$ cat src/rtl/decoder_n_scan_if.sv
// Select/control and decoded-output bundle for decoder_n_scan.
// Master drives EN/MODE/S; slave (the decoder) drives O/IDX/WRAP.
interface decoder_n_scan_if #(
  parameter int N = 2
);
  logic              EN;
  logic              MODE;
  logic [N-1:0]      S;
  logic [2**N-1:0]   O;
  logic [N-1:0]      IDX;
  logic              WRAP;

  modport master (output EN, MODE, S, input O, IDX, WRAP);
  modport slave  (input EN, MODE, S, output O, IDX, WRAP);
endinterface

$ cat src/rtl/decoder_n_scan.sv
// Registered N-to-2^N one-hot decoder with an auto-scan mode that dwells DWELL cycles per line.
// Define DECODER_ACTIVE_LOW_EN to drive O active-low (selected line 0, idle all ones).
module decoder_n_scan #(
  parameter int N     = 2,
  parameter int DWELL = 4
) (
  input  logic           CLK,
  input  logic           RST,
  decoder_n_scan_if.slave bus
);

  localparam int L  = 2**N;
  localparam int CW = (DWELL > 1) ? $clog2(DWELL) : 1;

`ifdef DECODER_ACTIVE_LOW_EN
  localparam bit ACT_LOW = 1'b1;
`else
  localparam bit ACT_LOW = 1'b0;
`endif

  localparam logic [L-1:0]  O_IDLE   = ACT_LOW ? {L{1'b1}} : {L{1'b0}};
  localparam logic [CW-1:0] CNT_LAST = CW'(DWELL - 1);
  localparam logic [CW-1:0] CNT_ONE  = CW'(32'd1);
  localparam logic [N-1:0]  IDX_ONE  = N'(32'd1);

  typedef enum logic [1:0] {ST_IDLE, ST_DIRECT, ST_SCAN} state_t;

  state_t          state_q, state_d;
  logic [L-1:0]    o_q, o_d;
  logic [N-1:0]    idx_q, idx_d;
  logic [CW-1:0]   cnt_q, cnt_d;
  logic            wrap_q, wrap_d;

  // Output polarity is folded in here so O comes straight from a flop.
  function automatic logic [L-1:0] decode(input logic [N-1:0] idx);
    logic [L-1:0] v;
    v      = {L{1'b0}};
    v[idx] = 1'b1;
    return ACT_LOW ? ~v : v;
  endfunction

  // Next-state: mode transitions, dwell counting and index advance.
  always_comb begin
    state_d = state_q;
    idx_d   = idx_q;
    cnt_d   = cnt_q;
    wrap_d  = 1'b0;
    if (bus.EN) begin
      case (state_q)
        ST_IDLE, ST_DIRECT: begin
          state_d = bus.MODE ? ST_SCAN : ST_DIRECT;
          idx_d   = bus.S;
          cnt_d   = {CW{1'b0}};
        end
        ST_SCAN: begin
          if (!bus.MODE) begin
            state_d = ST_DIRECT;
            idx_d   = bus.S;
            cnt_d   = {CW{1'b0}};
          end else if (cnt_q == CNT_LAST) begin
            cnt_d  = {CW{1'b0}};
            idx_d  = idx_q + IDX_ONE;
            wrap_d = (idx_q == {N{1'b1}});
          end else begin
            cnt_d = cnt_q + CNT_ONE;
          end
        end
        default: begin
          state_d = ST_IDLE;
          idx_d   = {N{1'b0}};
          cnt_d   = {CW{1'b0}};
        end
      endcase
    end else begin
      state_d = state_q;
      idx_d   = idx_q;
      cnt_d   = cnt_q;
    end
    if (state_d == ST_IDLE) begin
      o_d = O_IDLE;
    end else begin
      o_d = decode(idx_d);
    end
  end

  // State and registered outputs.
  always_ff @(posedge CLK or posedge RST) begin
    if (RST) begin
      state_q <= ST_IDLE;
      o_q     <= O_IDLE;
      idx_q   <= {N{1'b0}};
      cnt_q   <= {CW{1'b0}};
      wrap_q  <= 1'b0;
    end else begin
      state_q <= state_d;
      o_q     <= o_d;
      idx_q   <= idx_d;
      cnt_q   <= cnt_d;
      wrap_q  <= wrap_d;
    end
  end

  assign bus.O    = o_q;
  assign bus.IDX  = idx_q;
  assign bus.WRAP = wrap_q;

endmodule

$ cat src/flat_wrapper.sv
// flat-port wrapper written by rule: the top's interface ports become plain ports
module decoder_n_scan_flat 
#(
  parameter int N     = 2,
  parameter int DWELL = 4
)
  (CLK, RST, bus_EN, bus_MODE, bus_S, bus_O, bus_IDX, bus_WRAP);
  decoder_n_scan_if #(.N(N)) bus_i ();
  input  logic CLK;
  input  logic RST;
  input wire logic [$bits(bus_i.EN)-1:0] bus_EN;
  input wire logic [$bits(bus_i.MODE)-1:0] bus_MODE;
  input wire logic [$bits(bus_i.S)-1:0] bus_S;
  output wire logic [$bits(bus_i.O)-1:0] bus_O;
  output wire logic [$bits(bus_i.IDX)-1:0] bus_IDX;
  output wire logic [$bits(bus_i.WRAP)-1:0] bus_WRAP;
  assign bus_i.EN = bus_EN;
  assign bus_i.MODE = bus_MODE;
  assign bus_i.S = bus_S;
  assign bus_O = bus_i.O;
  assign bus_IDX = bus_i.IDX;
  assign bus_WRAP = bus_i.WRAP;
  decoder_n_scan #(.N(N), .DWELL(DWELL)) u_core (.CLK(CLK), .RST(RST), .bus(bus_i));
endmodule
$ cat config.mk
export PLATFORM = sky130hd
export DESIGN_NAME = decoder_n_scan_flat
export DESIGN_NICKNAME = d
export VERILOG_FILES = /design/src/rtl/decoder_n_scan_if.sv /design/src/rtl/decoder_n_scan.sv /design/src/flat_wrapper.sv
export SDC_FILE = /design/constraint.sdc
export NUM_CORES = 1
export LEC_CHECK = 0
export ABC_AREA = 1
export BUFFER_PORTS_ARGS = -buffer_cell sky130_fd_sc_hd__buf_2
export CAP_MARGIN = 20
export CORE_ASPECT_RATIO = 0.9
export CORE_MARGIN = 4
export CORE_UTILIZATION = 30
export CTS_BUF_LIST = sky130_fd_sc_hd__clkbuf_8
export CTS_CLUSTER_DIAMETER = 120
export CTS_CLUSTER_SIZE = 28
export DETAILED_ROUTE_END_ITERATION = 12
export PLACE_DENSITY = 0.49
export SYNTH_ARGS = -nofsm -noshare
export SYNTH_HDL_FRONTEND = slang
export SYNTH_SLANG_ARGS = --single-unit
$ cat constraint.sdc
create_clock -name CLK -period 1.73 [get_ports CLK]
set_input_delay 0.173 -clock CLK [delete_from_list [all_inputs] [get_ports CLK]]
set_output_delay 0.173 -clock CLK [all_outputs]
set_load 0.02 [all_outputs]
==> impl_metrics.env, run 1 <==
export IMPL_crit_path_end_kind="flop"
export IMPL_wl_met3_um=89
export IMPL_die_w_um=53.7
export IMPL_path_max_fanout=5
export IMPL_grt_pass1_vias=480
export IMPL_cts_setup_buffers=0
export IMPL_power_frac_clock_pct=36.0
export IMPL_syn_area_per_cell_um2=8.04
export IMPL_grt_overflow_total=0
export IMPL_multi_input_area_um2=239
export IMPL_slew_headroom_pct=71.5
export IMPL_seq_area_frac_synth_pct=48.9
export IMPL_initial_core_util_pct=32.8
export IMPL_intPower_mw=0.488
export IMPL_grt_max_degree=12
export IMPL_finalHoldViolations=0
export IMPL_drt_total_wl_um=1160
export IMPL_swShare_pct=29.4
export IMPL_comb_power_share_pct=20.5
export IMPL_seq_area_um2=275
export IMPL_cts_max_path_buffers=2
export IMPL_drt_initial_drc_count=4
export IMPL_cp_required_ns=1.89
export IMPL_critical_path_class="reg -> reg"
export IMPL_tightest_slew_ns=0.427
export IMPL_dp_hpwl_um=935
export IMPL_rsz0062_at_grt="false"
export IMPL_nFillCells=199
export IMPL_boundaryPins=13
export IMPL_p_sw_mw=0.204
export IMPL_synthesis_area_um2=563
export IMPL_core_area_mm2=0.00172
export IMPL_utilization_pct=41.3
export IMPL_area_growth_pct=25.8
export IMPL_crit_path_start_kind="flop"
export IMPL_whs_ns=0.313
export IMPL_syn_inst=70
export IMPL_port_buffers=12
export IMPL_reg2reg_setup_slack_ns=0.46
export IMPL_setup_viol=0
export IMPL_p_leak_nw=0.402
export IMPL_ctsResizeCount=0
export IMPL_powerDensity_mw_per_mm2=977
export IMPL_status="finished, final reports clean"
export IMPL_antenna_found_initial=0
export IMPL_slew_violations=0
export IMPL_wl_met1_um=557
export IMPL_cts_max_level=1
export IMPL_arrival_ns=1.43
export IMPL_place_gp_congestion=0.796
export IMPL_grt_usage_pct=10.7
export IMPL_cts_tree="done"
export IMPL_finalSetupTns_ns=0
export IMPL_yosys_warnings=0
export IMPL_hold_path_cell_count=5
export IMPL_finClkSkew_ns=0.00434
export IMPL_wl_met2_um=515
export IMPL_cts_buffers=3
export IMPL_dp_cells=106
export IMPL_root_buffer="clkbuf_8"
export IMPL_highest_layer="met3"
export IMPL_grt_first_pass_wirelength_um=2060
export IMPL_dieHeight_um=49.1
export IMPL_rows=14
export IMPL_num_vias=476
export IMPL_cts_sinks=11
export IMPL_synth_fp_nets=79
export IMPL_cts_hold_buf=1
export IMPL_drt_vias_per_instance=4.29
export IMPL_fmax_mhz=787
export IMPL_drive_gt1_share_pct=25.3
export IMPL_worstHoldStart="bus_S[1]"
export IMPL_ys_ff_latch=11
export IMPL_n_antenna_cell=0
export IMPL_seqPwrFrac_pct=43.6
export IMPL_drcViolationCount=0
export IMPL_timing_rr_end="u_core.bus.O[0]"
export IMPL_wl_per_cell_um=10.5
export IMPL_final_cells=111
export IMPL_r2r_start="u_core.bus.IDX[0]"
export IMPL_r2r_cells=8
export IMPL_peakVddDrop_mv=0.459
export IMPL_nets=97
export IMPL_drtPass1Iterations=4
export IMPL_final_min_clock_period_ns=1.27
export IMPL_worstHoldPathType="in -> reg"
export IMPL_antenna_left=0
export IMPL_cap_violations=0
export IMPL_synth_distinct_cells=14
export IMPL_whs_endpoint="u_core.bus.IDX[1]"
export IMPL_clk_pin_slew_ns=0.05
export IMPL_clock_latency_ns=0.24
export IMPL_die_area_mm2=0.00263
export IMPL_finalCritPeriodShare_pct=73.4
## how the worst max path moves through the flow
stage | cells past startpoint | to | from
4_1_cts | 8 | u_core.bus.O[0] | u_core.bus.IDX[0]
3_3_place_gp | 7 | u_core.bus.O[0] | u_core.cnt_q[0]
2_1_floorplan | 8 | u_core.bus.O[0] | u_core.bus.IDX[0]
3_5_place_dp | 8 | u_core.bus.O[0] | u_core.bus.IDX[0]
5_1_grt | 8 | u_core.bus.O[1] | u_core.bus.IDX[0]
6_report | 8 | u_core.bus.O[0] | u_core.bus.IDX[0]
## cell usage after synthesis (all sizes together)
library cell	instances	area share (%)
a21oi	4	4.9
dfrtp	11	49
ha	3	6.7
inv	13	8.7
nand2	19	13
nand3	6	6.2
nor2	11	7.3
o21ai	1	0.89
o31ai	1	2.2
or2	1	1.1
## registers in the layout, summed over array words and instances (netlist names)
name and count:
u_core.bus.WRAP 1, u_core.bus.O 4, u_core.bus.IDX 2, u_core.state_q 2
u_core.cnt_q 2
## placed cells by master (no fill, tap or decap)
master         synthesis  routed
inv_2                  1       1
inv_1                 12      13
a21oi_1                2       2
clkbuf_8               0       3
ha_1                   3       3
nand2_1               18      18
o21ai_0                1       1
nand3_2                1       1
dfrtp_1               11      11
a21oi_2                2       2
nand3_1                5       5
nor2_1                11      11
o31ai_2                1       1
or2_2                  1       1
dlygate4sd3_1          0       1
nand2_2                1       1
buf_2                  0      12
## through the flow
stage	total power, mW	setup WS (ns)	area, um2
after floorplan	0.401	0.465	563
after global placement	0.447	0.442	653
after detailed placement	0.448	0.449	653
after CTS	0.709	0.439	708
after global routing	0.742	0.298	708
final	0.692	0.460	708
## power groups by stage
stage	Clock (mW)	Sequential (mW)	Combinational (mW)
after floorplan	0	0.328	0.0729
after global placement	0	0.306	0.141
after detailed placement	0	0.306	0.141
after CTS	0.263	0.302	0.144
after global routing	0.273	0.308	0.162
final	0.249	0.302	0.141
## final cells by class
class                      count  share of cell area [%]
tap                           24                    4.24
sequential                    11                    38.9
multi-input combinational     46                    33.7
clock buffer                   3                    5.83
clock inverter                 1                   0.530
timing repair buffer          13                    9.89
inverter                      13                    6.89
## layer usage
layer	vias up	global-route usage, %
met3	0	5.81
met5	-	0
met2	12	15.9
met1	213	13.7
li1	251	-
met4	0	1.28
## critical path, stage by stage (launching register included)
cell	delay (ns)
dfrtp_1	0.42
ha_1	0.30
nand2_1	0.05
nand3_1	0.07
nand2_1	0.06
nand2_1	0.06
nand2_1	0.08
nand2_1	0.07
nor2_1	0.09
## cell families after synthesis
| kind of cell | Yosys count | share of synthesized area (%) |
|---|---|---|
| and+or+nand+nor | 37 | 27.8 |
| buffers and inverters | 13 | 8.67 |
| DFF | 11 | 48.9 |
| adders and majority gates | 3 | 6.67 |
| AOI/OAI and AO/OA | 6 | 8.00 |
Note: power is estimated with default switching activity, not from simulation.
==> inputs of run 2 (changes only) <==
clock period = 1.2 ns   (was 1.73 ns; I/O delays follow)
==> impl_metrics.env, run 2 (synthesis results as in run 1) <==
export IMPL_cts_sinks=11
export IMPL_utilization_pct=46.8
export IMPL_finalHoldViolations=0
export IMPL_path_max_fanout=2
export IMPL_cts_tree="done"
export IMPL_dieHeight_um=49.1
export IMPL_setup_viol=3
export IMPL_nFillCells=183
export IMPL_die_area_mm2=0.00263
export IMPL_finalCritPeriodShare_pct=102
export IMPL_grt_first_pass_wirelength_um=1980
export IMPL_port_buffers=12
export IMPL_fmax_mhz=820
export IMPL_hold_path_cell_count=4
export IMPL_setup_ws_ns=-0.0196
export IMPL_multi_input_area_um2=294
export IMPL_root_buffer="clkbuf_8"
export IMPL_cts_max_level=1
export IMPL_n_antenna_cell=0
export IMPL_whs_endpoint="u_core.cnt_q[0]"
export IMPL_wl_met2_um=533
export IMPL_place_gp_congestion=0.789
export IMPL_grt_max_degree=12
export IMPL_grt_overflow_total=0
export IMPL_boundaryPins=13
export IMPL_wl_per_cell_um=10.4
export IMPL_crit_top_cell="nand2_2"
export IMPL_drive_gt1_share_pct=50.0
export IMPL_core_area_mm2=0.00172
export IMPL_worstHoldStart="bus_EN"
export IMPL_clock_latency_ns=0.24
export IMPL_area_growth_pct=42.7
export IMPL_p_leak_nw=0.426
export IMPL_num_vias=502
export IMPL_wl_met1_um=596
export IMPL_critical_path_class="reg -> reg"
export IMPL_slew_headroom_pct=70.5
export IMPL_status="finished with violations"
export IMPL_path_cells="ha_4, nand2_2, nand3_2, nand2_2, nand2_2, nand2_2, nand2_2, nor2_2"
export IMPL_antenna_left=0
export IMPL_crit_path_start_kind="flop"
export IMPL_seq_area_um2=278
export IMPL_cpPeakStageDelay_ns=0.42
export IMPL_finClkSkew_ns=0.00296
export IMPL_drtPass1Iterations=4
export IMPL_worstHoldPathType="in -> reg"
export IMPL_r2r_cells=8
export IMPL_tightest_slew_ns=0.442
export IMPL_clk_pin_slew_ns=0.05
export IMPL_timing_rr_end="u_core.bus.O[0]"
export IMPL_largest_register_ffs=4
export IMPL_dp_cells=109
export IMPL_violations="negative setup slack"
export IMPL_drt_vias_per_instance=4.33
export IMPL_rows=14
export IMPL_reg2reg_setup_slack_ns=-0.02
export IMPL_drt_initial_drc_count=10
export IMPL_peakVddDrop_mv=0.829
export IMPL_arrival_ns=1.39
export IMPL_cpMaxStageDelayCell="dfrtp_2"
export IMPL_dp_slack_ns=-0.0737
export IMPL_final_cells=116
export IMPL_antenna_found_initial=0
export IMPL_cp_required_ns=1.37
export IMPL_cts_buffers=3
export IMPL_r2r_start="u_core.bus.IDX[1]"
export IMPL_drt_total_wl_um=1200
export IMPL_powerDensity_mw_per_mm2=1320
export IMPL_slew_violations=0
export IMPL_nets=102
export IMPL_cts_max_path_buffers=2
export IMPL_rsz0062_at_grt="true"
export IMPL_dp_hpwl_um=923
export IMPL_grt_pass1_vias=448
export IMPL_initial_core_util_pct=32.8
export IMPL_die_w_um=53.7
export IMPL_cap_violations=0
export IMPL_drcViolationCount=0
export IMPL_crit_path_end_kind="flop"
export IMPL_wl_met3_um=72
export IMPL_final_cell_mix="12 x inv_1, 12 x buf_2, 10 x nand2_1"
export IMPL_highest_layer="met3"
export IMPL_final_min_clock_period_ns=1.22
export IMPL_grt_usage_pct=10.1
run 2: cell types whose count changed in the layout (fill, tap and decap cells not counted), moves of 3 or more:
| cell | before | now |
|---|---|---|
| buf_4 | 0 | 5 |
| ha_1 | 3 | 0 |
| nand2_1 | 18 | 10 |
| nand2_2 | 1 | 9 |
| nor2_1 | 11 | 8 |
| nor2_2 | 0 | 3 |
run 2: critical path: cells and delay by family (launching register included):
kind	cells	cell delay (ns)
DFF	1	0.42
and+or+nand+nor	7	0.50
adders and majority gates	1	0.24
run 2: stage by stage:
stage | hold slack [ns] | TNS, ns | cell area (um2) | total power, mW
5_1_grt | 0.296 | -0.301 | 803 | 1.13
2_1_floorplan | -0.0277 | -0.0466 | 566 | 0.579
3_5_place_dp | 0.143 | -0.187 | 678 | 0.660
4_1_cts | 0.268 | -0.112 | 758 | 1.04
6_report | 0.269 | -0.0387 | 803 | 1.06
3_3_place_gp | 0.141 | -0.186 | 678 | 0.660
run 2: layout make-up:
class	count	share of cell area, %
clock inverter	1	0.467
inverter	13	6.07
multi-input combinational	46	36.6
tap	24	3.74
timing repair buffer	18	13.4
clock buffer	3	5.14
sequential	11	34.6
run 2: repair_timing:
action	in CTS	in global routing
hold buffers	1	0
pin swaps	8	9
endpoints found under the setup margin	4	5
setup buffers	1	1
hold endpoints to repair	11	0
resized for setup	3	14
run 2: power by group:
part | internal [mW] | total (mW) | switching [mW]
Sequential | 0.411 | 0.434 | 0.0232
Combinational | 0.105 | 0.267 | 0.161
Clock | 0.224 | 0.359 | 0.135
Total | 0.740 | 1.06 | 0.319
run 2: worst max-delay path by stage:
| stage | from | slack [ns] | cells past startpoint | end |
|---|---|---|---|---|
| 2_1_floorplan | u_core.bus.IDX[1] | -0.02 | 8 | u_core.bus.O[0] |
| 3_3_place_gp | u_core.bus.IDX[1] | -0.1 | 8 | u_core.bus.O[1] |
| 3_5_place_dp | u_core.bus.IDX[1] | -0.07 | 8 | u_core.bus.O[0] |
| 4_1_cts | u_core.bus.IDX[1] | -0.06 | 8 | u_core.bus.O[1] |
| 5_1_grt | u_core.bus.IDX[1] | -0.10 | 8 | u_core.bus.O[0] |
| 6_report | u_core.bus.IDX[1] | -0.02 | 8 | u_core.bus.O[0] |
run 2: layer usage:
layer,vias up,GRT usage (%)
met4,0,2.55
li1,259,-
met1,232,13.8
met3,0,4.59
met5,-,0
met2,11,14.3
